$ cat config.mk
export PLATFORM = sky130hd
export DESIGN_NAME = round_ctrl_flat
export DESIGN_NICKNAME = d
export VERILOG_FILES = /design/src/rtl/round_ctrl_pkg.sv /design/src/rtl/round_ctrl_if.sv /design/src/rtl/round_ctrl_tick_cnt.sv /design/src/rtl/round_ctrl.sv /design/src/flat_wrapper.sv
export SDC_FILE = /design/constraint.sdc
export NUM_CORES = 1
export LEC_CHECK = 0
export BUFFER_PORTS_ARGS = -buffer_cell sky130_fd_sc_hd__buf_2
export CAP_MARGIN = 30
export CORE_MARGIN = 2
export CORE_UTILIZATION = 57
export DETAILED_ROUTE_END_ITERATION = 10
export PLACE_DENSITY = 0.84
export SYNTH_ARGS = -nofsm -noshare
export SYNTH_HDL_FRONTEND = slang
export SYNTH_SLANG_ARGS = --single-unit
$ cat constraint.sdc
create_clock -name clk -period 4 [get_ports clk]
set_input_delay 0.2 -clock clk [delete_from_list [all_inputs] [get_ports clk]]
set_output_delay 0.2 -clock clk [all_outputs]
set_load 0.005 [all_outputs]
$ cat src/rtl/round_ctrl_pkg.sv
// round_ctrl_pkg: shared definitions for the round controller and the LED mux.
//   - state_t and St* : FSM state encodings (unlisted encodings are illegal)
//   - led_ctrl_t / Led*: led_control select codes consumed by the LED mux
//   - max3()           : helper for sizing the shared tick counter
package round_ctrl_pkg;

   typedef logic [3:0] state_t;

   localparam state_t StReset     = 4'd0;
   localparam state_t StWait      = 4'd1;
   localparam state_t StDark      = 4'd2;
   localparam state_t StPlay      = 4'd3;
   localparam state_t StGloat     = 4'd4;
   localparam state_t StFake      = 4'd5;
   localparam state_t StSpeed     = 4'd6;
   localparam state_t StSpeedDisp = 4'd7;
   localparam state_t StVictory   = 4'd8;

   typedef logic [2:0] led_ctrl_t;

   localparam led_ctrl_t LedDark    = 3'b000;
   localparam led_ctrl_t LedReset   = 3'b001;
   localparam led_ctrl_t LedAllOn   = 3'b010;
   localparam led_ctrl_t LedScore   = 3'b011;
   localparam led_ctrl_t LedFake    = 3'b100;
   localparam led_ctrl_t LedSpeed   = 3'b110;
   localparam led_ctrl_t LedVictory = 3'b111;

   function automatic int unsigned max3(input int unsigned a, input int unsigned b,
                                        input int unsigned c);
      int unsigned m;
      m = (a > b) ? a : b;
      return (m > c) ? m : c;
   endfunction

endpackage

$ cat src/rtl/round_ctrl_if.sv
// round_ctrl_if: game-side signals of the round controller.
//   Inputs to the controller (suffix _i): slowen, rnd/rnd_fake/rnd_speed round selectors,
//   fake/speed enables, winrnd, winspeed, speed_exit, victory.
//   Outputs from the controller (suffix _o): leds_on, clear, led_control, fake,
//   speed_round, round_cnt.
//   modport slave  : the controller itself.
//   modport master : whatever drives the game inputs (game logic or a testbench).
interface round_ctrl_if #(
   parameter int unsigned RCNT_W = 4
) ();

   logic              slowen_i;
   logic              rnd_i;
   logic              rnd_fake_i;
   logic              rnd_speed_i;
   logic              fake_en_i;
   logic              speed_en_i;
   logic              winrnd_i;
   logic              winspeed_i;
   logic              speed_exit_i;
   logic              victory_i;

   logic              leds_on_o;
   logic              clear_o;
   logic [2:0]        led_control_o;
   logic              fake_o;
   logic              speed_round_o;
   logic [RCNT_W-1:0] round_cnt_o;

   modport slave (
      input  slowen_i, rnd_i, rnd_fake_i, rnd_speed_i, fake_en_i, speed_en_i,
             winrnd_i, winspeed_i, speed_exit_i, victory_i,
      output leds_on_o, clear_o, led_control_o, fake_o, speed_round_o, round_cnt_o
   );

   modport master (
      output slowen_i, rnd_i, rnd_fake_i, rnd_speed_i, fake_en_i, speed_en_i,
             winrnd_i, winspeed_i, speed_exit_i, victory_i,
      input  leds_on_o, clear_o, led_control_o, fake_o, speed_round_o, round_cnt_o
   );

endinterface

$ cat src/rtl/round_ctrl_tick_cnt.sv
// tick_cnt: shared slow-tick counter for the round controller.
//   clk      : system clock
//   rst      : asynchronous active-high reset
//   clr_i    : synchronous clear (wins over en_i)
//   en_i     : count enable (one increment per cycle)
//   tc_val_i : terminal-count value to compare against
//   tc_o     : high while the count equals tc_val_i
module tick_cnt #(
   parameter int unsigned Width = 2
) (
   input  logic             clk,
   input  logic             rst,
   input  logic             clr_i,
   input  logic             en_i,
   input  logic [Width-1:0] tc_val_i,
   output logic             tc_o
);

   logic [Width-1:0] cnt_q, cnt_d;

   always_comb begin
      cnt_d = cnt_q;
      if (clr_i) begin
         cnt_d = '0;
      end else if (en_i) begin
         cnt_d = cnt_q + 1'b1;
      end
   end

   always_ff @(posedge clk or posedge rst) begin
      if (rst) begin
         cnt_q <= '0;
      end else begin
         cnt_q <= cnt_d;
      end
   end

   assign tc_o = (cnt_q == tc_val_i);

endmodule

$ cat src/rtl/round_ctrl.sv
// round_ctrl: reaction-game round sequencer.
//   clk : system clock, all state on the rising edge
//   rst : asynchronous active-high reset
//   bus : round_ctrl_if.slave -- game inputs (slow tick, random selectors, enables,
//         win/exit/victory events) and Moore outputs (LED control, clear, fake,
//         speed_round, saturating completed-round count).
// Timed states (WAIT, GLOAT, FAKE) share one tick counter that is cleared on every
// state change; the slow tick is only ever used as an enable.
module round_ctrl
   import round_ctrl_pkg::*;
#(
   parameter int unsigned WAIT_TICKS  = 2,
   parameter int unsigned GLOAT_TICKS = 2,
   parameter int unsigned FAKE_TICKS  = 3,
   parameter int unsigned MAX_ROUNDS  = 0,
   parameter int unsigned RCNT_W      = 4
) (
   input logic          clk,
   input logic          rst,
   round_ctrl_if.slave  bus
);

   localparam int unsigned MaxTicks = max3(WAIT_TICKS, GLOAT_TICKS, FAKE_TICKS);
   localparam int unsigned TcntW    = (MaxTicks > 1) ? $clog2(MaxTicks) : 1;

   localparam logic [TcntW-1:0] WaitTc  = TcntW'(WAIT_TICKS - 1);
   localparam logic [TcntW-1:0] GloatTc = TcntW'(GLOAT_TICKS - 1);
   localparam logic [TcntW-1:0] FakeTc  = TcntW'(FAKE_TICKS - 1);

   localparam bit                RoundsLimited = (MAX_ROUNDS != 0);
   localparam logic [RCNT_W-1:0] MaxRounds     = RCNT_W'(MAX_ROUNDS);

   state_t            state_q, state_d;
   logic [RCNT_W-1:0] round_cnt_q, round_cnt_d;

   logic              cnt_clr;
   logic              cnt_en;
   logic [TcntW-1:0]  tc_val;
   logic              tc_hit;

   // Counter control depends on registered state only, keeping tc_hit free of
   // any path back through state_d.
   always_comb begin
      tc_val = '0;
      cnt_en = 1'b0;
      case (state_q)
         StWait: begin
            tc_val = WaitTc;
            cnt_en = bus.slowen_i;
         end
         StGloat: begin
            tc_val = GloatTc;
            cnt_en = bus.slowen_i;
         end
         StFake: begin
            tc_val = FakeTc;
            cnt_en = bus.slowen_i;
         end
         default: begin
            tc_val = '0;
            cnt_en = 1'b0;
         end
      endcase
   end

   tick_cnt #(
      .Width (TcntW)
   ) u_tick_cnt (
      .clk      (clk),
      .rst      (rst),
      .clr_i    (cnt_clr),
      .en_i     (cnt_en),
      .tc_val_i (tc_val),
      .tc_o     (tc_hit)
   );

   always_comb begin
      state_d = state_q;
      case (state_q)
         StReset: state_d = StWait;
         StWait: begin
            if (bus.slowen_i && tc_hit) state_d = StDark;
         end
         StDark: begin
            if (bus.victory_i) begin
               state_d = StVictory;
            end else if (bus.slowen_i && bus.rnd_i) begin
               state_d = StPlay;
            end else if (bus.slowen_i && bus.rnd_fake_i && bus.fake_en_i) begin
               state_d = StFake;
            end else if (bus.slowen_i && bus.rnd_speed_i && bus.speed_en_i) begin
               state_d = StSpeed;
            end else if (bus.winrnd_i) begin
               // Button pressed while dark: false start, round still counts.
               state_d = StGloat;
            end
         end
         StPlay: begin
            if (bus.winrnd_i) state_d = StGloat;
         end
         StFake: begin
            if (bus.winrnd_i) begin
               state_d = StGloat;
            end else if (bus.slowen_i && tc_hit) begin
               state_d = StDark;
            end
         end
         StSpeed: begin
            if (bus.winspeed_i) state_d = StSpeedDisp;
         end
         StSpeedDisp: begin
            if (bus.speed_exit_i) state_d = StGloat;
         end
         StGloat: begin
            if (bus.slowen_i && tc_hit) begin
               if (RoundsLimited && (round_cnt_q >= MaxRounds)) begin
                  state_d = StVictory;
               end else begin
                  state_d = StWait;
               end
            end
         end
         StVictory: state_d = StVictory;
         default:   state_d = StReset;
      endcase
   end

   assign cnt_clr = (state_d != state_q);

   always_comb begin
      round_cnt_d = round_cnt_q;
      if ((state_d == StGloat) && (state_q != StGloat) && (round_cnt_q != '1)) begin
         round_cnt_d = round_cnt_q + 1'b1;
      end
   end

   always_ff @(posedge clk or posedge rst) begin
      if (rst) begin
         state_q     <= StReset;
         round_cnt_q <= '0;
      end else begin
         state_q     <= state_d;
         round_cnt_q <= round_cnt_d;
      end
   end

   // Moore output decode; illegal encodings show the RESET row for their single cycle.
   always_comb begin
      bus.leds_on_o     = 1'b1;
      bus.clear_o       = 1'b1;
      bus.led_control_o = LedReset;
      bus.fake_o        = 1'b0;
      bus.speed_round_o = 1'b0;
      case (state_q)
         StReset: bus.led_control_o = LedReset;
         StWait:  bus.led_control_o = LedAllOn;
         StDark: begin
            bus.leds_on_o     = 1'b0;
            bus.clear_o       = 1'b0;
            bus.led_control_o = LedDark;
         end
         StPlay: begin
            bus.clear_o       = 1'b0;
            bus.led_control_o = LedScore;
         end
         StGloat: bus.led_control_o = LedScore;
         StFake: begin
            bus.clear_o       = 1'b0;
            bus.led_control_o = LedFake;
            bus.fake_o        = 1'b1;
         end
         StSpeed: begin
            bus.led_control_o = LedSpeed;
            bus.speed_round_o = 1'b1;
         end
         StSpeedDisp: bus.led_control_o = LedSpeed;
         StVictory:   bus.led_control_o = LedVictory;
         default:     bus.led_control_o = LedReset;
      endcase
   end

   assign bus.round_cnt_o = round_cnt_q;

endmodule

$ cat src/flat_wrapper.sv
// flat-port wrapper written by rule: the top's interface ports become plain ports
module round_ctrl_flat import round_ctrl_pkg::*;
#(
   parameter int unsigned WAIT_TICKS  = 2,
   parameter int unsigned GLOAT_TICKS = 2,
   parameter int unsigned FAKE_TICKS  = 3,
   parameter int unsigned MAX_ROUNDS  = 0,
   parameter int unsigned RCNT_W      = 4
)
  (clk, rst, bus_slowen_i, bus_rnd_i, bus_rnd_fake_i, bus_rnd_speed_i, bus_fake_en_i, bus_speed_en_i, bus_winrnd_i, bus_winspeed_i, bus_speed_exit_i, bus_victory_i, bus_leds_on_o, bus_clear_o, bus_led_control_o, bus_fake_o, bus_speed_round_o, bus_round_cnt_o);
  round_ctrl_if #(.RCNT_W(RCNT_W)) bus_i ();
  input logic clk;
  input logic rst;
  input wire logic [$bits(bus_i.slowen_i)-1:0] bus_slowen_i;
  input wire logic [$bits(bus_i.rnd_i)-1:0] bus_rnd_i;
  input wire logic [$bits(bus_i.rnd_fake_i)-1:0] bus_rnd_fake_i;
  input wire logic [$bits(bus_i.rnd_speed_i)-1:0] bus_rnd_speed_i;
  input wire logic [$bits(bus_i.fake_en_i)-1:0] bus_fake_en_i;
  input wire logic [$bits(bus_i.speed_en_i)-1:0] bus_speed_en_i;
  input wire logic [$bits(bus_i.winrnd_i)-1:0] bus_winrnd_i;
  input wire logic [$bits(bus_i.winspeed_i)-1:0] bus_winspeed_i;
  input wire logic [$bits(bus_i.speed_exit_i)-1:0] bus_speed_exit_i;
  input wire logic [$bits(bus_i.victory_i)-1:0] bus_victory_i;
  output wire logic [$bits(bus_i.leds_on_o)-1:0] bus_leds_on_o;
  output wire logic [$bits(bus_i.clear_o)-1:0] bus_clear_o;
  output wire logic [$bits(bus_i.led_control_o)-1:0] bus_led_control_o;
  output wire logic [$bits(bus_i.fake_o)-1:0] bus_fake_o;
  output wire logic [$bits(bus_i.speed_round_o)-1:0] bus_speed_round_o;
  output wire logic [$bits(bus_i.round_cnt_o)-1:0] bus_round_cnt_o;
  assign bus_i.slowen_i = bus_slowen_i;
  assign bus_i.rnd_i = bus_rnd_i;
  assign bus_i.rnd_fake_i = bus_rnd_fake_i;
  assign bus_i.rnd_speed_i = bus_rnd_speed_i;
  assign bus_i.fake_en_i = bus_fake_en_i;
  assign bus_i.speed_en_i = bus_speed_en_i;
  assign bus_i.winrnd_i = bus_winrnd_i;
  assign bus_i.winspeed_i = bus_winspeed_i;
  assign bus_i.speed_exit_i = bus_speed_exit_i;
  assign bus_i.victory_i = bus_victory_i;
  assign bus_leds_on_o = bus_i.leds_on_o;
  assign bus_clear_o = bus_i.clear_o;
  assign bus_led_control_o = bus_i.led_control_o;
  assign bus_fake_o = bus_i.fake_o;
  assign bus_speed_round_o = bus_i.speed_round_o;
  assign bus_round_cnt_o = bus_i.round_cnt_o;
  round_ctrl #(.WAIT_TICKS(WAIT_TICKS), .GLOAT_TICKS(GLOAT_TICKS), .FAKE_TICKS(FAKE_TICKS), .MAX_ROUNDS(MAX_ROUNDS), .RCNT_W(RCNT_W)) u_core (.clk(clk), .rst(rst), .bus(bus_i));
endmodule
Word-level counts from Yosys, hierarchy flattened:

Index checks and enable logic that the tools add are counted.
W data, S select, Z words.

* bits in read-only memories: 0
* input port bits: 12
* bits in writable memories: 0
* register bits after elaboration: 10
* memories kept: 0
* latch bits: 0
* output and inout port bits: 11

* add/sub/neg operators: 2
* div/mod/pow operators: 0
* order comparisons: 0
* shift-type cells: 0
* bitwise logic cells: 0
* $mul: 0
* mux-type cells: 20
* reductions and logical operators: 15
* equal/unequal tests: 13

Operators with widths (number)
* $mux W4: 10
* $pmux W4 S9: 1
* $eq A4 B3 Y1 const B: 5
* $pmux W3 S6: 1
* $eq A4 B2 Y1 const B: 2
* $logic_and A1 B1 Y1: 8
* $reduce_or A2 Y1: 3
* $reduce_or A3 Y1: 2
* $mux W1: 5
* $add A4 B1 Y4 const B: 1
* $eq A4 B1 Y1 const B: 1
* $eq A4 B4 Y1 const B: 1
* $logic_not A4 Y1: 1
* $mux W2: 2
* $ne A4 B3 Y1 const B: 1
* $ne A4 B4 Y1: 1
* $ne A4 B4 Y1 const B: 1
* $pmux W2 S2: 1
* $add A2 B1 Y2 const B: 1
* $eq A2 B2 Y1: 1
* $reduce_bool A2 Y1: 1

Depth between registers and ports, before layout:

Gate-level depths: netlist of run 1.

* depth after elaboration: 11
* depth in mapped cells: 8
* depth with buffers taken out: 6

Hierarchy:

A second synthesis of run 1 with hierarchy kept.

* cells, all modules: 103
* area total of the unflattened synthesis: 895.9 um2

Modules (own cells, without submodules)
* round_ctrl: area an instance 782.0 um2, seq. area each 200.2 um2, instances 1, cells each 92
* tick_cnt: area an instance 113.9 um2, seq. area each 50.0 um2, instances 1, cells each 11

Worst setup path after synthesis of run 1:

No wires, ideal clock.

* path kind: flip-flop to flip-flop
* from: reg u_core.state_q[0]
* to: reg u_core.round_cnt_q[1], in the netlist u_core.bus.round_cnt_o[1]
* path buffers: 1
* data arrival time: 1944 ps
* slack: 1929 ps
* stages on the path, launching flop included: 8
* library setup time: 128 ps
* data required time: 3872 ps
* cell sequence: dfrtp_1 > buf_2 > nor4b_2 > a211oi_1 > o211ai_1 > o2111ai_2 > nor4_4 > mux2_1

* longest elaborated chain between the ends: 11

RTL lines
* start, declared: line round_ctrl.sv:33 `state_t state_q, state_d;`
* start signal, assigned: line round_ctrl.sv:139 `state_q <= StReset;`
* start signal, assigned: line round_ctrl.sv:142 `state_q <= state_d;`
* $eq A4 B1 Y1 or $eq A4 B3 Y1 (tied branches): line round_ctrl.sv:46, round_ctrl.sv:79
* $reduce_or A2 Y1 (no line)
* $pmux W2 S2: line round_ctrl.sv:46 `case (state_q)`
* $eq A2 B2 Y1: line round_ctrl_tick_cnt.sv:38 `assign tc_o = (cnt_q == tc_val_i);`
* $logic_and A1 B1 Y1: line round_ctrl.sv:82, round_ctrl.sv:104, round_ctrl.sv:115
* $mux W4: line round_ctrl.sv:82, round_ctrl.sv:104
* $mux W4: line round_ctrl.sv:102 `if (bus.winrnd_i) begin`
* $pmux W4 S9: line round_ctrl.sv:79 `case (state_q)`
* $eq A4 B3 Y1: line round_ctrl.sv:132 `if ((state_d == StGloat) && (state_q != StGloat) && (round_cnt_q != '1)) begin`
* $logic_and A1 B1 Y1 (*) (2 in series): line round_ctrl.sv:132
* end signal, assigned: line round_ctrl.sv:143 `round_cnt_q <= round_cnt_d;`
* end, declared: line round_ctrl.sv:34 `logic [RCNT_W-1:0] round_cnt_q, round_cnt_d;`

Mark *: on every way between the ends. The rest lies on a longest branch, timed or not.
A chain may end at the register's enable or synchronous reset.

Worst setup path in the final report of run 1:

Ends and elaborated chain as after synthesis.

==> results of run 1 <==
## registers in the layout (all words and copies together), names as in the netlist
name                     flops
u_core.bus.round_cnt_o       4
u_core.state_q               4
u_core.u_tick_cnt.cnt_q      2
## stage by stage
| stage | area (sq um) | power [mW] | cells | util [%] |
|---|---|---|---|---|
| floorplan | 1010 | 0.645 | 122 | - |
| global placement | 1100 | 0.748 | 154 | 65.3 |
| detailed placement | 1100 | 0.767 | 154 | 65.3 |
| CTS | 1140 | 0.834 | 158 | 67.3 |
| global route | 1140 | 0.909 | 158 | 67.3 |
| finish | 1140 | 0.835 | 158 | 67.3 |
## routing by layer
metal  vias to the layer above  part of all wire (%)  track usage [%]
li1                        492                     -                -
met1                       473                    48             33.5
met2                        18                    47             37.5
met3                         2                   3.8             5.95
met4                         0                  0.52             5.14
met5                         -                     0                0
## worst max-delay path, delay by kind of cell (launching register included)
family,cells,cell delay [ps]
flip-flops,1,810
AND/OR/NAND/NOR,2,720
AO/OA/AOI/OAI,3,530
multiplexers,1,340
## kinds of logic after synthesis
| logic type | after synthesis | share of synthesized area (%) |
|---|---|---|
| compound gates | 35 | 25.6 |
| xor+xnor | 9 | 7.84 |
| fa+ha+maj | 1 | 1.24 |
| buf+inv | 13 | 5.60 |
| flops | 10 | 24.9 |
| mux | 4 | 4.48 |
| simple gates | 50 | 30.3 |
## power by group
part           switching, mW  total, mW  internal (mW)  leakage [nW]
clock                 0.0283     0.0627         0.0344        0.0138
combinational          0.262      0.515          0.254         0.341
sequential             0.117      0.257          0.140         0.129
total                  0.407      0.835          0.429         0.485
## cells in the mapped netlist (2+ instances only)
cell,n
sky130_fd_sc_hd__nand2b_1,4
sky130_fd_sc_hd__xor2_1,5
sky130_fd_sc_hd__a211oi_1,2
sky130_fd_sc_hd__dfrtp_1,10
sky130_fd_sc_hd__nand3b_1,2
sky130_fd_sc_hd__o21ai_0,5
sky130_fd_sc_hd__nor3_1,3
sky130_fd_sc_hd__nand4_1,2
sky130_fd_sc_hd__xnor2_1,4
sky130_fd_sc_hd__nand3_1,4
sky130_fd_sc_hd__buf_2,6
sky130_fd_sc_hd__a21oi_1,7
sky130_fd_sc_hd__mux2i_1,2
sky130_fd_sc_hd__a31o_2,3
sky130_fd_sc_hd__nand2_1,14
sky130_fd_sc_hd__inv_1,5
sky130_fd_sc_hd__nor4b_2,2
sky130_fd_sc_hd__nor2_1,9
## timing repair
item,CTS,global route
hold endpoints to repair,10,0
buffers inserted,0,0
hold buffers,1,0
## path summary, 6_finish.rpt
path                                      startpoint                          to  slack [ps]  cells past startpoint
setup reg to reg                   u_core.state_q[0]   u_core.bus.round_cnt_o[1]        1480                      6
hold reg to reg            u_core.bus.round_cnt_o[3]   u_core.bus.round_cnt_o[3]         510                      1
hold / removal                         bus_victory_i           u_core.state_q[3]         320                      3
min in group asynchronous                        rst   u_core.bus.round_cnt_o[1]         470                      3
setup / recovery                   u_core.state_q[0]   u_core.bus.round_cnt_o[1]        1480                      6
max in group asynchronous                        rst  u_core.u_tick_cnt.cnt_q[1]        3260                      3
## layout make-up
class                   instances  share of cell area [%]
well taps                      17                    1.87
multi-input cells              99                    61.6
repair buffers                 23                    10.6
inverters                       6                    1.98
flip-flops and latches         10                    22.0
clock buffers                   3                    1.98
==> impl_results.md, run 1 <==
- Most common cell after layout, fill and taps aside: sky130_fd_sc_hd__buf_2
- Warning count from the yosys run: 0
- Class of the worst hold path: input port to register
- Ant diodes: 0
- First drt pass iteration count: 5
- Unrepaired setup endpoints after global routing: no
- Slowest Stage Delay on Critical Path: 810 ps
- Routed len/inst: 14.6 microns
- Final WL: 2310 microns
- Number of max-cap violations: 0
- Max Clock Freq: 397 MHz
- Number of distinct library cells after synthesis: 51
- Count of nets left with antenna violations after detail routing: 0
- Worst max-slew margin expressed relative to the limit: 51.1%
- Max rail drop VDD: 0.567 mV
- Net count after synthesis: 135
- Final routed DRC violation total: 0
- Crit Path Max Fanout: 24
- Count of input and output buffers: 22
- Effective utilization at floorplan: 59.6%
- Prevailing post-synth register cell: sky130_fd_sc_hd__dfrtp_1
- Dominant cells by area after synthesis: sky130_fd_sc_hd__dfrtp_1 (25%), sky130_fd_sc_hd__nand2_1 (5.2%), sky130_fd_sc_hd__xor2_1 (4.4%), sky130_fd_sc_hd__a21oi_1 (3.5%), sky130_fd_sc_hd__xnor2_1 (3.5%)
- Post-placement setup slack: 1490 ps
- Vias in the first global route: 813
- Kind of capture point of the worst setup path: register
- Leak pwr: 0.485 nW
- Required @ worst endpoint: 4140 ps
- GRT Total Usage: 24.0%
- Clk pin slew, worst setup/hold paths: 60 ps
- Latest clock arrival within the worst-skew pair: 250 ps
- Cell area after technology mapping: 1010 sq um
- Number of instances in the synthesized netlist: 122
- Global route total overflow: 0
- Weighted congestion at the end of routability-driven global placement: 0.900
- Post-layout net count: 156
- Flop and latch count out of synthesis: 10
- HPWL after detailed placement: 1730 microns
- Number of antenna violations at the first check in global routing: 0
- H-tree depth: 1
- Commonest cells after routing, fill and taps aside: sky130_fd_sc_hd__buf_2 (22), sky130_fd_sc_hd__nand2_1 (14), sky130_fd_sc_hd__dfrtp_1 (10), sky130_fd_sc_hd__nor2_1 (9), sky130_fd_sc_hd__a21oi_1 (7)
- Fin crit period: 2520 ps
- Number of gates resized after CTS: 0
- Async set-reset flop share out of synthesis: 100%
- Smallest setup slack after layout: 1480 ps
- Final Cycle Share: 63.0%
- Register area share after synthesis: 24.9%
- Total CTS buffers: 3
- PD cells: 735 nW/um^2
- Proportion of layout cells with a drive suffix above 1: 27.0%
- Classification of the worst setup path: register to register
- Avg Inst Size Synth: 8.25 sq um
- Post-synth top area share: 24.9%
- Area of the core: 1690 sq um
- Maximum buffer depth of the clock tree: 2
- Via density per instance: 6.23
- Clock Sink Count: 10
- Worst clock skew: 4.31 ps
- Cells traversed along the worst timing path: and4bb_4 > a211oi_1 > o211ai_1 > o2111ai_2 > nor4_4 > mux2_1
- Worst hold slack: 321 ps
- Filler cell count in the final layout: 150
- Maximum number of pins on one net before global-route repair: 25
- Tightest Pin Transition: 733 ps
- IO Pins: 23
- Max-slew violation count: 0
- CTS tree: yes
- Critical path startpoint category: register
- Sequential cell area: 250 sq um
- CP Data Arrival Time: 2660 ps
- Area overhead of the layout relative to synthesis: 12.9%
- Width of the die: 46.0 microns
- Standard-cell row count: 15
- Final Setup Violations: 0
- Total number of vias: 985
- Overall die area: 2120 sq um
- Footprint of the multi-input gates: 699 sq um
- Hold Vio Cnt, Final: 0
- Number of flops mapped to enable cells by yosys: 0
- CTS root buf: sky130_fd_sc_hd__clkbuf_4
- Iter 0 DRT Violations: 34
- Global-route wire length before repair: 3660 microns
- Floorplan die height: 46.0 microns
- Largest area contributor in the netlist: sky130_fd_sc_hd__dfrtp_1
- Aggregate negative setup slack: 0 ps
- Result of the run: completed
- Cell with the largest stage delay on the worst path: sky130_fd_sc_hd__dfrtp_1
Note: power is estimated with default switching activity, not from simulation.
==> inputs of run 2 (changes only) <==
--- a/config.mk
+++ b/config.mk
@@ -8,9 +8,9 @@
 export BUFFER_PORTS_ARGS = -buffer_cell sky130_fd_sc_hd__buf_2
 export CAP_MARGIN = 30
 export CORE_MARGIN = 2
-export CORE_UTILIZATION = 57
+export CORE_UTILIZATION = 48
 export DETAILED_ROUTE_END_ITERATION = 10
-export PLACE_DENSITY = 0.84
+export PLACE_DENSITY = 0.75
 export SYNTH_ARGS = -nofsm -noshare
 export SYNTH_HDL_FRONTEND = slang
 export SYNTH_SLANG_ARGS = --single-unit
==> constraint.sdc (replaced) <==
create_clock -name clk -period 2.1 [get_ports clk]
set_input_delay 0.105 -clock clk [delete_from_list [all_inputs] [get_ports clk]]
set_output_delay 0.105 -clock clk [all_outputs]
set_load 0.005 [all_outputs]
==> run 2 against run 1 <==
Against the previous run:
- the flow now finishes with violations (negative setup slack)
- power up 130%
- clock power is 93% higher
- core utilization rose by 1.6 points
- count of clock-buffer cells in the layout did not move
- critical path type unchanged
==> impl_results.md, run 2 (synthesis gave the netlist of run 1 again) <==
- Class of the worst hold path: input port to register (unchanged)
- Termination of the worst setup path: u_core.bus.round_cnt_o[1] (unchanged)
- Family with the most delay on the worst path: compound AO/OA/AOI/OAI gates (was flip-flops)
- Register-to-Register Path Depth: 7 (was 6)
- Routed len/inst: 15.1 microns (was 14.6 microns)
- Cell count after placement: 185 (was 154)
- Vias in the first global route: 1037 (was 813)
- Max-slew violation count: 0 (unchanged)
- Ant diodes: 0 (unchanged)
- Hold Vio Cnt, Final: 0 (unchanged)
- Max Clock Freq: 475 MHz (was 397 MHz)
- Reg power frac: 20.1% (was 30.8%)
- Total number of vias: 1113 (was 985)
- Violations in the final reports: negative setup slack
- Slowest Stage Delay on Critical Path: 460 ps (was 810 ps)
- Clk pin slew, worst setup/hold paths: 60 ps (about the same)
- Area overhead of the layout relative to synthesis: 34.3% (was 12.9%)
- CP Data Arrival Time: 2250 ps (was 2660 ps)
- Clock share of power: 6.2% (was 7.5%)
- Via density per instance: 5.86 (was 6.23)
- Maximum buffer depth of the clock tree: 2 (unchanged)
- Global route total overflow: 0 (unchanged)
- Classification of the worst setup path: register to register (unchanged)
- Worst clock skew: 4.09 ps (was 4.31 ps)
- Effective utilization at floorplan: 51.3% (was 59.6%)
- Fin crit period: 2110 ps (was 2520 ps)
- GRT Total Usage: 26.1% (was 24.0%)
- Finished Core Util: 68.9% (was 67.3%)
- First drt pass iteration count: 4 (was 5)
- Post-layout net count: 178 (was 156)
- NetSw: 0.889 mW (was 0.407 mW)
- Post-layout instance count excluding filler cells: 190 (was 158)
- Critical path startpoint category: register (unchanged)
- Critical Path Source: u_core.state_q[2] (was u_core.state_q[0])
- Result of the run: finished with violations (was completed)
- IO Pins: 23 (unchanged)
- HPWL after detailed placement: 2250 microns (was 1730 microns)
- Global-route wire length before repair: 4870 microns (was 3660 microns)
- Number of antenna violations at the first check in global routing: 0 (unchanged)
- Crit Path Max Fanout: 8 (was 24)
- Width of the die: 49.8 microns (was 46.0 microns)
- Aggregate negative setup slack: -6.75 ps (was 0 ps)
- Number of max-cap violations: 0 (unchanged)
- Reg2reg start: u_core.state_q[2] (was u_core.state_q[0])
- Final Setup Violations: 1 (was 0)
- Power share of the combinational group: 73.7% (was 61.7%)
- Reg2Reg Setup Slack: -7 ps (was 1480 ps)
- CTS root buf: sky130_fd_sc_hd__clkbuf_4 (unchanged)
- Iter 0 DRT Violations: 26 (was 34)
- Total CTS buffers: 3 (unchanged)
- Unrepaired setup endpoints after global routing: yes (was no)
- Worst path bufs/invs: 1 (was 0)
- Kind of capture point of the worst setup path: register (unchanged)
- Clock Sink Count: 10 (unchanged)
- Final WL: 2860 microns (was 2310 microns)
- Standard-cell row count: 16 (was 15)
- PD cells: 1440 nW/um^2 (was 735 nW/um^2)
- Max rail drop VDD: 0.932 mV (was 0.567 mV)
- Worst max-slew margin expressed relative to the limit: 70.4% (was 51.1%)
- Cell with the largest stage delay on the worst path: sky130_fd_sc_hd__dfrtp_2 (was sky130_fd_sc_hd__dfrtp_1)
- Commonest cells after routing, fill and taps aside: sky130_fd_sc_hd__buf_2 (22), sky130_fd_sc_hd__buf_4 (22), sky130_fd_sc_hd__nand2_1 (14), sky130_fd_sc_hd__nor2_1 (9), sky130_fd_sc_hd__dfrtp_1 (8) (was sky130_fd_sc_hd__buf_2 (22), sky130_fd_sc_hd__nand2_1 (14), sky130_fd_sc_hd__dfrtp_1 (10), sky130_fd_sc_hd__nor2_1 (9), sky130_fd_sc_hd__a21oi_1 (7))
- H-tree depth: 1 (unchanged)
- Count of nets left with antenna violations after detail routing: 0 (unchanged)
- Proportion of layout cells with a drive suffix above 1: 41.1% (was 27.0%)
- Levels on crit path: 7 (was 6)
- Cells traversed along the worst timing path: buf_4 > nor3b_2 > a211oi_1 > o211ai_1 > o2111ai_2 > nor4_4 > mux2_4 (was and4bb_4 > a211oi_1 > o211ai_1 > o2111ai_2 > nor4_4 > mux2_1)
- Cell-internal power: 1.06 mW (was 0.429 mW)
- Maximum number of pins on one net before global-route repair: 12 (was 25)
- Tightest Pin Transition: 440 ps (was 733 ps)
- Leak pwr: 0.605 nW (was 0.485 nW)
- Count of input and output buffers: 22 (unchanged)
- Overall die area: 2480 sq um (was 2120 sq um)
- Final routed DRC violation total: 0 (unchanged)
- Smallest setup slack after layout: -6.75 ps (was 1480 ps)
- Required @ worst endpoint: 2240 ps (was 4140 ps)
- Final Cycle Share: 100% (was 63.0%)
- Weighted congestion at the end of routability-driven global placement: 0.890 (was 0.900)
- Latest clock arrival within the worst-skew pair: 260 ps (was 250 ps)
- Endpoint of the worst register-to-register path: u_core.bus.round_cnt_o[1] (unchanged)
- Switching Fraction: 45.5% (was 48.7%)
- Worst hold slack: 298 ps (was 321 ps)
- Area of the core: 1960 sq um (was 1690 sq um)
- Floorplan die height: 49.8 microns (was 46.0 microns)
- Power Total: 1.95 mW (was 0.835 mW)
- CTS tree: yes (unchanged)
[run 2: how the worst min path moves through the flow]
stage | endpoint | slack, ps | cells after the start | from
final | u_core.u_tick_cnt.cnt_q[0] | 300 | 5 | bus_slowen_i
after floorplan | u_core.bus.round_cnt_o[0] | -50 | 1 | rst
after detailed placement | u_core.state_q[3] | 100 | 2 | rst
after global routing | u_core.u_tick_cnt.cnt_q[0] | 310 | 5 | bus_slowen_i
after global placement | u_core.bus.round_cnt_o[0] | 80 | 2 | rst
after CTS | u_core.u_tick_cnt.cnt_q[0] | 290 | 5 | bus_slowen_i
[run 2: metal layers]
metal	vias up	wire (microns)	GRT usage (%)
met1	511	1200	33.2
met5	-	0	0
li1	532	-	-
met4	0	31	2.78
met2	62	1410	46.7
met3	8	225	5.45
[run 2: cell type report]
cell class / instances / area (sq um)
flip-flops and latches: 10 / 253
fillers: 173 / 611
multi-input cells: 99 / 734
well taps: 27 / 33.8
repair buffers: 45 / 285
inverters: 6 / 22.5
clock buffers: 3 / 22.5
[run 2: worst register-to-register path: cells and delay by family (launching register included)]
| family | cells | cell delay [ps] |
|---|---|---|
| buffers and inverters | 1 | 180 |
| multiplexers | 1 | 330 |
| AND/OR/NAND/NOR | 2 | 490 |
| flip-flops | 1 | 460 |
| AO/OA/AOI/OAI | 3 | 530 |
[run 2: what timing repair did]
action / in CTS / in global routing
resized for setup: 5 / 3
pin swaps: 4 / 1
hold buffers: 1 / 0
buffers inserted: 1 / 0
hold endpoints to repair: 10 / 0
setup endpoints to repair: 4 / 6
[run 2: power groups by stage]
stage / combinational (mW) / sequential (mW) / clock (mW)
5_1_grt: 1.58 / 0.405 / 0.136
3_5_place_dp: 1.35 / 0.386 / 0
4_1_cts: 1.42 / 0.388 / 0.126
6_report: 1.44 / 0.393 / 0.121
3_3_place_gp: 1.31 / 0.373 / 0
2_1_floorplan: 0.887 / 0.341 / 0
[run 2: metrics by stage]
| stage | cell area, sq um | setup WS (ps) |
|---|---|---|
| finish | 1350 | -6.75 |
| global route | 1350 | -109 |
| CTS | 1340 | 3.41 |
| detailed placement | 1270 | -150 |
| global placement | 1270 | -82.1 |
| floorplan | 1010 | 28.8 |
==> inputs of run 3 (changes only) <==
--- a/config.mk
+++ b/config.mk
@@ -11,6 +11,7 @@
 export CORE_UTILIZATION = 48
 export DETAILED_ROUTE_END_ITERATION = 10
 export PLACE_DENSITY = 0.75
+export SETUP_SLACK_MARGIN = 0.3
 export SYNTH_ARGS = -nofsm -noshare
 export SYNTH_HDL_FRONTEND = slang
 export SYNTH_SLANG_ARGS = --single-unit
==> run 3 against run 2 <==
Against the previous run:
- the flow now finishes without violations
- sequential power hardly changed
- die area stayed put
- clock skew is 1.9 ps higher
- worst hold slack worse by 61 ps
- non-clock buffer count is 5 higher
- sequential cell count stayed put
==> impl_results.md, run 3 (synthesis gave the netlist of run 1 again) <==
- Result of the run: completed (was finished with violations)
- Proportion of layout cells with a drive suffix above 1: 50.3% (was 41.1%)
- Worst clock skew: 6.02 ps (was 4.09 ps)
- Routed len/inst: 17.1 microns (was 15.1 microns)
- Critical Path Source: u_core.state_q[2] (unchanged)
- Reg power frac: 17.3% (was 20.1%)
- Critical path startpoint category: register (unchanged)
- Power Total: 2.29 mW (was 1.95 mW)
- Clock Sink Count: 10 (unchanged)
- Sequential cell area: 255 sq um (was 253 sq um)
- H-tree depth: 1 (unchanged)
- Reg2Reg Setup Slack: 10 ps (was -7 ps)
- Width of the die: 49.8 microns (unchanged)
- Total number of vias: 1155 (was 1113)
- Cell count after placement: 182 (was 185)
- Final WL: 3340 microns (was 2860 microns)
- Cell-internal power: 1.23 mW (was 1.06 mW)
- Vias in the first global route: 1158 (was 1037)
- Crit Path Max Fanout: 8 (unchanged)
- Number of max-cap violations: 0 (unchanged)
- Global route total overflow: 0 (unchanged)
- Kind of capture point of the worst setup path: register (unchanged)
- Latest clock arrival within the worst-skew pair: 280 ps (was 260 ps)
- CP Data Arrival Time: 2260 ps (was 2250 ps)
- Maximum number of pins on one net before global-route repair: 11 (was 12)
- Slowest Stage Delay on Critical Path: 480 ps (was 460 ps)
- Post-layout instance count excluding filler cells: 196 (was 190)
- Cells traversed along the worst timing path: buf_4 > a22o_1 > a2bb2oi_1 > o21ai_2 > nor4_4 > mux2_4 (was buf_4 > nor3b_2 > a211oi_1 > o211ai_1 > o2111ai_2 > nor4_4 > mux2_4)
- Class of the worst hold path: input port to register (unchanged)
- Final Setup Violations: 0 (was 1)
- Required @ worst endpoint: 2270 ps (was 2240 ps)
- Tightest Pin Transition: 460 ps (was 440 ps)
- Area of the core: 1960 sq um (unchanged)
- GRT Total Usage: 27.9% (was 26.1%)
- Worst max-slew margin expressed relative to the limit: 68.4% (was 70.4%)
- Termination of the worst setup path: u_core.bus.round_cnt_o[1] (unchanged)
- Worst hold path cell count: 5 (unchanged)
- PD cells: 1530 nW/um^2 (was 1440 nW/um^2)
- Max Clock Freq: 478 MHz (was 475 MHz)
- CTS tree: yes (unchanged)
- Count of nets left with antenna violations after detail routing: 0 (unchanged)
- Number of antenna violations at the first check in global routing: 0 (unchanged)
- Final routed DRC violation total: 0 (unchanged)
- Top sig layer: met4 (unchanged)
- Max-slew violation count: 0 (unchanged)
- Count of input and output buffers: 22 (unchanged)
- Maximum buffer depth of the clock tree: 2 (unchanged)
- First drt pass iteration count: 5 (was 4)
- Switching Fraction: 46.6% (was 45.5%)
- Classification of the worst setup path: register to register (unchanged)
- Worst hold slack: 238 ps (was 298 ps)
- Effective utilization at floorplan: 51.3% (unchanged)
- Most common cell after layout, fill and taps aside: sky130_fd_sc_hd__buf_4
- Standard-cell row count: 16 (unchanged)
- Hold Vio Cnt, Final: 0 (unchanged)
- Wire length on met3: 275 microns (was 225 microns)
- IO Pins: 23 (unchanged)
- Endpoint of the worst register-to-register path: u_core.bus.round_cnt_o[1] (unchanged)
- Via density per instance: 5.89 (was 5.86)
- Register-to-Register Path Depth: 6 (was 7)
- CTS root buf: sky130_fd_sc_hd__clkbuf_4 (unchanged)
- Reg2reg start: u_core.state_q[2] (unchanged)
- NetSw: 1.07 mW (was 0.889 mW)
- Area overhead of the layout relative to synthesis: 48.8% (was 34.3%)
- Aggregate negative setup slack: 0 ps (was -6.75 ps)
- Floorplan die height: 49.8 microns (unchanged)
- Global-route wire length before repair: 5290 microns (was 4870 microns)
- Weighted congestion at the end of routability-driven global placement: 0.893 (was 0.890)
- Power share of the combinational group: 74.7% (was 73.7%)
- Overall die area: 2480 sq um (unchanged)
- Routed wire length on met2: 1660 microns (was 1410 microns)
- Leak pwr: 0.653 nW (was 0.605 nW)
- Max rail drop VDD: 1.06 mV (was 0.932 mV)
- Clk pin slew, worst setup/hold paths: 70 ps (was 60 ps)
- Commonest cells after routing, fill and taps aside: sky130_fd_sc_hd__buf_4 (25), sky130_fd_sc_hd__buf_2 (22), sky130_fd_sc_hd__nand2_1 (14), sky130_fd_sc_hd__a21oi_1 (7), sky130_fd_sc_hd__dfrtp_1 (6) (was sky130_fd_sc_hd__buf_2 (22), sky130_fd_sc_hd__buf_4 (22), sky130_fd_sc_hd__nand2_1 (14), sky130_fd_sc_hd__nor2_1 (9), sky130_fd_sc_hd__dfrtp_1 (8))
- Unrepaired setup endpoints after global routing: yes (unchanged)
- Fin crit period: 2090 ps (was 2110 ps)
- Filler cell count in the final layout: 150 (was 173)
- Iter 0 DRT Violations: 29 (was 26)
- Ant diodes: 0 (unchanged)
- HPWL after detailed placement: 2100 microns (was 2250 microns)
- Cell with the largest stage delay on the worst path: sky130_fd_sc_hd__dfrtp_2 (unchanged)
- Met1 Wirelength: 1280 microns (was 1200 microns)
- Footprint of the multi-input gates: 818 sq um (was 734 sq um)
- Total CTS buffers: 3 (unchanged)
- Post-layout net count: 183 (was 178)
- Clock share of power: 8.0% (was 6.2%)
- Final Cycle Share: 99.5% (was 100%)
## run 3: cell count changes in the layout (fill, tap and decap cells not counted), sizes merged
cell / before / now
buf: 44 / 49
clkbuf: 3 / 4
## run 3: final cells by class
| class | count | share of cell area (%) |
|---|---|---|
| multi-input cells | 99 | 54.7 |
| repair buffers | 50 | 22.1 |
| flip-flops and latches | 10 | 17.1 |
| clock buffers | 4 | 2.42 |
| well taps | 27 | 2.26 |
| inverters | 6 | 1.51 |
## run 3: repair_timing
item	CTS	global route
pin swaps	6	3
hold endpoints to repair	10	0
hold buffers	1	0
endpoints found under the setup margin	6	9
buffers inserted	7	2
resized for setup	11	15
## run 3: metal layers
layer | global-route usage (%) | vias to the layer above
met5 | 0 | -
met4 | 13.4 | 0
met3 | 5.76 | 11
met2 | 48.0 | 58
met1 | 32.7 | 542
li1 | - | 544
## run 3: worst max-delay path: cells and delay by family, from the launching register on
| family | cells | cell delay [ps] |
|---|---|---|
| flops | 1 | 480 |
| compound gates | 3 | 690 |
| buf+inv | 1 | 170 |
| mux | 1 | 320 |
| simple gates | 1 | 330 |
## run 3: how the worst min path moves through the flow
stage | to | slack (ps) | start
CTS | u_core.u_tick_cnt.cnt_q[0] | 240 | bus_slowen_i
finish | u_core.u_tick_cnt.cnt_q[0] | 240 | bus_slowen_i
floorplan | u_core.bus.round_cnt_o[0] | -50 | rst
global route | u_core.u_tick_cnt.cnt_q[0] | 250 | bus_slowen_i
global placement | u_core.bus.round_cnt_o[0] | 100 | rst
detailed placement | u_core.bus.round_cnt_o[0] | 110 | rst
## run 3: power groups by stage
stage	clock [mW]	sequential (mW)	combinational (mW)
finish	0.185	0.396	1.71
global route	0.197	0.411	1.84
CTS	0.184	0.389	1.45
detailed placement	0	0.389	1.28
global placement	0	0.383	1.25
floorplan	0	0.344	0.916
## run 3: through the flow
stage	worst slack, ps	util, %	instance area (sq um)
finish	9.66	76.3	1500
CTS	48.2	71.8	1410
global placement	19.8	64.3	1260
global route	-50.2	76.3	1500
floorplan	199	-	1030
detailed placement	-9.78	64.3	1260
